[src/rtl/merger_out_packer.sv]
// Packs P-record merger beats into LINE_WIDTH-bit memory lines and writes them to
// consecutive line addresses; the final partial line is padded with max-key sentinels.
`timescale 1ns/1ps
module merger_out_packer #(
  parameter int DATA_WIDTH = 32,
  parameter int P          = 4,
  parameter int LINE_WIDTH = 512,
  parameter int ADDR_WIDTH = 32,
  parameter int CNT_WIDTH  = 32
) (
  input  logic                    i_clk,
  input  logic                    i_rst_n,
  input  logic                    i_start,
  input  logic [ADDR_WIDTH-1:0]   i_base_addr,
  input  logic [CNT_WIDTH-1:0]    i_num_recs,
  input  logic [P*DATA_WIDTH-1:0] i_data,
  input  logic                    i_valid,
  output logic                    o_ready,
  output logic [ADDR_WIDTH-1:0]   o_wr_addr,
  output logic [LINE_WIDTH-1:0]   o_wr_data,
  output logic                    o_wr_valid,
  input  logic                    i_wr_ready,
  output logic                    o_busy,
  output logic                    o_done
);
  localparam int BEAT_W = P * DATA_WIDTH;
  localparam int BEATS  = LINE_WIDTH / BEAT_W;
  localparam int IDX_W  = (BEATS > 1) ? $clog2(BEATS) : 1;
  localparam logic [IDX_W-1:0]     LAST_IDX = IDX_W'(BEATS - 1);
  localparam logic [CNT_WIDTH-1:0] P_CNT    = CNT_WIDTH'(P);

  typedef enum logic [1:0] {S_IDLE, S_RUN, S_FLUSH, S_DONE} state_t;

  state_t                 r_state, w_state_next;
  logic [CNT_WIDTH-1:0]   r_rem_beats;
  logic [IDX_W-1:0]       r_beat_idx;
  logic [LINE_WIDTH-1:0]  r_line_buf;
  logic [LINE_WIDTH-1:0]  w_line_fill;
  logic [ADDR_WIDTH-1:0]  r_addr;
  logic [ADDR_WIDTH-1:0]  r_wr_addr;
  logic [LINE_WIDTH-1:0]  r_wr_data;
  logic                   r_wr_valid;
  logic                   w_out_free;
  logic                   w_accept;
  logic                   w_line_full;
  logic                   w_flush_emit;
  logic                   w_start;

  assign o_wr_addr  = r_wr_addr;
  assign o_wr_data  = r_wr_data;
  assign o_wr_valid = r_wr_valid;

  // The output register is free if empty or being drained this cycle.
  always_comb begin
    w_out_free   = ~r_wr_valid | i_wr_ready;
    o_ready      = (r_state == S_RUN) && (r_rem_beats != '0) &&
                   !((r_beat_idx == LAST_IDX) && !w_out_free);
    w_accept     = i_valid & o_ready;
    w_line_full  = w_accept && (r_beat_idx == LAST_IDX);
    w_flush_emit = (r_state == S_FLUSH) && (r_beat_idx != '0) && w_out_free;
    w_start      = (r_state == S_IDLE) && i_start;
    o_busy       = (r_state != S_IDLE);
    o_done       = (r_state == S_DONE);
  end

  // NOTE: every always_comb output gets a default first so no latch is inferred.
  always_comb begin
    w_line_fill = r_line_buf;
    w_line_fill[int'(r_beat_idx) * BEAT_W +: BEAT_W] = i_data;
  end

  always_comb begin
    w_state_next = r_state;
    case (r_state)
      S_IDLE:  if (i_start) w_state_next = S_RUN;
      S_RUN:   if (r_rem_beats == '0) w_state_next = S_FLUSH;
      S_FLUSH: if ((r_beat_idx == '0) && w_out_free) w_state_next = S_DONE;
      S_DONE:  w_state_next = S_IDLE;
      default: w_state_next = S_IDLE;
    endcase
  end

  // NOTE: sequential state uses non-blocking assignments so all registers update together.
  always_ff @(posedge i_clk or negedge i_rst_n) begin
    if (!i_rst_n) r_state <= S_IDLE;
    else          r_state <= w_state_next;
  end

  // The line buffer idles at all-ones, so slots never written are already sentinels.
  always_ff @(posedge i_clk or negedge i_rst_n) begin
    if (!i_rst_n) begin
      r_rem_beats <= '0;
      r_beat_idx  <= '0;
      r_line_buf  <= '1;
      r_addr      <= '0;
      r_wr_valid  <= 1'b0;
      r_wr_addr   <= '0;
      r_wr_data   <= '0;
    end else begin
      if (w_start) begin
        r_rem_beats <= i_num_recs / P_CNT;
        r_addr      <= i_base_addr;
        r_beat_idx  <= '0;
        r_line_buf  <= '1;
      end

      if (w_accept) begin
        r_rem_beats <= r_rem_beats - 1'b1;
        if (w_line_full) begin
          r_beat_idx <= '0;
          r_line_buf <= '1;
        end else begin
          r_beat_idx <= r_beat_idx + 1'b1;
          r_line_buf <= w_line_fill;
        end
      end

      if (w_line_full || w_flush_emit) begin
        r_wr_valid <= 1'b1;
        r_wr_addr  <= r_addr;
        r_wr_data  <= w_line_full ? w_line_fill : r_line_buf;
        r_addr     <= r_addr + 1'b1;
        if (w_flush_emit) begin
          r_beat_idx <= '0;
          r_line_buf <= '1;
        end
      end else if (r_wr_valid && i_wr_ready) begin
        r_wr_valid <= 1'b0;
      end
    end
  end

endmodule

[config.mk]
export PLATFORM = sky130hd
export DESIGN_NAME = merger_out_packer
export DESIGN_NICKNAME = d
export VERILOG_FILES = /design/src/rtl/merger_out_packer.sv
export SDC_FILE = /design/constraint.sdc
export NUM_CORES = 2
export LEC_CHECK = 0
export CAP_MARGIN = 20
export CORE_MARGIN = 2
export CORE_UTILIZATION = 34
export DETAILED_ROUTE_END_ITERATION = 10
export SETUP_SLACK_MARGIN = 0.4
export SLEW_MARGIN = 15
export SYNTH_ARGS = -nofsm -noshare
export SYNTH_HDL_FRONTEND = slang
export SYNTH_SLANG_ARGS = --single-unit
[constraint.sdc]
create_clock -name i_clk -period 2.6 [get_ports i_clk]
set_clock_uncertainty 0.2 [all_clocks]
set_input_delay 0.52 -clock i_clk [delete_from_list [all_inputs] [get_ports i_clk]]
set_output_delay 0.52 -clock i_clk [all_outputs]
set_load 0.02 [all_outputs]
==> impl_metrics.toml <==
[cells_and_area]
area_growth_pct = 43.07
drive_above_1_share_pct = 22.29
ff_latch_area_sq_mm = 0.02879
layout.nets = 7996
post-route-util_pct = 49.07
nFillCells = 14552
multiInputGateArea_sq_mm = 0.02354

[routing]
route.met2.wl_microns = 108900
wl_per_cell_microns = 23.17
dr.max_layer_used = "met4"
drc = 0
wl_microns = 233200
met3_length_microns = 20200
wl_met1_microns = 92480
antenna_left = 0
vias = 55767
dr.pass1.iters = 6
viasPerCell = 5.541
drtIter0Drc = 5487

[floorplan]
die_area_sq_mm = 0.1656
initial_core_util_pct = 34.30
die_h_microns = 406.9
die_w_microns = 406.9
io_pins = 745
rows = 147
core_sq_mm = 0.1609

[pwr]
peakVddDrop_v = 0.0007982
leakagePower_nw = 35.16
power_density_mw_per_mm2 = 1316

[placement]
pre_cts_slack_ns = -0.4707
globalplace.congestion = 0.9203
port_buffers = 742
hpwlAfterDp_microns = 138500

[logic_synthesis]
synthMuxAreaShare_pct = 0.03854
synth_edf_count = 0
netlist_area_sq_mm = 0.05519
ys_seq_elements = 1125
synthFlopType = "dfrtp_1"
synth-compound-area-share_pct = 18.40
synth_top_area_share_pct = 27.79
synth.largest_area_cell = "dfrtp_1"
ys_async_sr_fraction_pct = 100.0
syn_area_per_cell_sq_um = 8.114
yosysSeqAreaShare_pct = 52.17
synth_adder_area_share_pct = 0.3174
synth_cells = 6802
synth.distinct_cells = 74
ys.warnings.count = 0
syn_nets = 7013
yosys.area_share.simple_pct = 20.10
synth_top_family_by_area = "simple AND/OR/NAND/NOR gates"
synthTopCellsByArea = "dfrtp_1 (28%), dfstp_2 (24%), nand2_1 (15%), o22ai_1 (6.0%), a31oi_1 (5.8%)"
yosys.area_share.xor_xnor_pct = 0.04761

[sta]
slew_viol_final = 0
hold_viol = 0
fmax_mhz = 309.9
final.period_utilization_pct = 124.1
finalSetupViolCount = 1163
rsz0062_at_grt = "true"
max_slew.worst_pin.slew_ns = 0.9352
layout_min_cycle_time_ns = 3.227
setup_ws_ns = -0.6271
relSlewSlack_pct = 37.65

[global_route]
track_usage_pct = 26.52
grt_max_degree = 129
grt_pass1_wl_microns = 337300
grt-ovfl-total = 0
grt_pass1_vias = 53177
antenna_found_initial = 10

[setup_path]
critical_path_class = "reg2out"
critical_path.top_delay_family = "simple AND/OR/NAND/NOR gates"
worst_path_largest_cell_delay_ns = 0.56
cp_slowest_cell = "or4_4"
ff2ff_path_depth = 15
critPathCaptureType = "primary output"
cp.arrival_ns = 2.51
worstPathMaxFanout = 2
path_cells = "or4_4, nor4b_4, and4_4, nor2_4, buf_6"
cp.depth = 5
cp_num_buf_inv = 1
required_ns = 1.88
start_kind = "flop"

[clock_tree]
cts_tree = "built"
htreeDepth = 4
cts.sinks = 1125
root_buffer = "clkbuf_16"
numCtsBuffers = 134
clkLatencyLatePin_ns = 0.78
ctsLongestPathBuffers = 3
path_clk_slew_ns = 0.06

[outcome]
status = "complete, but fails checks"
violations = "setup timing"

[worst_hold_path]
hp-class = "in2async"

[flow_run]
drv_cap = 0
through the flow:
step / setup TNS (ns) / total power, mW / std cells / hold slack (ns) / instance area [sq um]
6_report: -367.27 / 103.9 / 10065 / 0.05673 / 78960
5_1_grt: -462.61 / 109.6 / 10065 / 0.04337 / 78960
4_1_cts: -337.96 / 102.0 / 9977 / 0.001300 / 76120
3_5_place_dp: -362.51 / 81.23 / 9550 / 0.2425 / 67230
3_3_place_gp: -340.34 / 80.37 / 9550 / 0.2416 / 67230
2_1_floorplan: 0 / 58.15 / 6802 / 0.02441 / 55410
worst paths after layout:
path / start / end / slack, ns
worst min register to register: o_wr_addr[1] / o_wr_addr[1] / 0.26
worst min-delay path: i_rst_n / o_wr_data[212] / 0.06
min in group i_clk: i_base_addr[29] / r_addr[29] / 0.17
worst max-delay path: r_rem_beats[20] / o_ready / -0.63
max in group asynchronous: i_rst_n / r_line_buf[36] / 1.09
worst max register to register: r_rem_beats[20] / o_wr_data[66] / -0.53
repair_timing:
item                                    4_1_cts  5_1_grt
pin swaps                                    13       14
endpoints found under the hold margin       323        0
gates cloned                                 78       44
hold buffers                                  1        0
endpoints found under the setup margin     1672     1672
buffers inserted                            101       35
resized for setup                           304      371
final cells by class:
type	instances	share of cell area [%]
well taps	2160	3.423
multi-input cells	4594	29.81
diodes	9	0.02852
repair buffers	1395	22.21
flip-flops and latches	1125	36.46
clock buffers	222	5.272
clock inverters	25	0.2519
inverters	535	2.546
cells by family after synthesis:
group           count (synthesis)
simple gates                 2867
compound gates               1707
fa+ha+maj                      14
mux                             2
flops                        1125
xor+xnor                        3
buf+inv                      1084
synth_stat cells (all sizes together) (4+ instances only):
cell / instances
dfstp: 512
nand2: 2182
a21oi: 46
nand4: 17
nor3: 22
buf: 246
o32ai: 6
a31oi: 513
o211ai: 5
nor2: 570
or4: 5
a221o: 4
nand3: 19
and4: 5
o22ai: 529
a311oi: 7
or2: 5
dfrtp: 613
inv: 535
nor4: 7
and3: 14
a211oi: 13
clkbuf: 303
or3: 8
a22oi: 4
o21ai: 542
ha: 14
o221a: 10
worst register-to-register path: cells and delay by family (launching register included):
family	cells	cell delay [ns]
compound gates	2	0.27
buf+inv	11	1.31
flops	1	0.37
simple gates	2	0.87
placed cells by master (no fill, tap or decap), types with 7 or more instances in the layout:
cell / count
ha_1: 9
o22ai_1: 525
a21oi_1: 31
dfstp_2: 512
and3_1: 14
a311oi_1: 7
buf_6: 42
clkbuf_16: 171
diode_2: 9
dfrtp_1: 613
clkbuf_8: 33
nand2_1: 2180
nor2_1: 291
o221a_1: 7
buf_4: 271
nand4_1: 17
buf_12: 192
nor2_2: 205
a31oi_4: 38
clkinv_2: 15
nor2_4: 74
a211oi_1: 8
buf_16: 89
a31oi_1: 470
clkdlybuf4s50_1: 738
a21oi_2: 14
buf_8: 26
nor3_1: 17
o21ai_0: 537
clkbuf_1: 48
nand3_1: 17
inv_1: 532
or3_1: 7
power by group:
| group | internal, mW | switching (mW) | leakage [nW] | total [mW] |
|---|---|---|---|---|
| logic | 21.7 | 30.0 | 20.4 | 51.7 |
| registers | 26.9 | 6.26 | 12.6 | 33.2 |
| clock network | 11.0 | 8.01 | 2.15 | 19.0 |
| total | 59.6 | 44.3 | 35.2 | 104 |
layer usage:
layer	track usage (%)	up-vias
met4	12.73	0
met1	34.54	27674
met2	42.04	2677
met3	5.446	583
met5	0	-
li1	-	24833
flip-flops by register name, indices dropped and copies added (netlist names):
| name | cells |
|---|---|
| r_rem_beats | 32 |
| r_line_buf | 512 |
| r_beat_idx | 2 |
| o_wr_data | 512 |
| r_state | 2 |
| o_wr_valid | 1 |
| r_addr | 32 |
| o_wr_addr | 32 |
No activity file was read; power rests on OpenSTA's default activity.
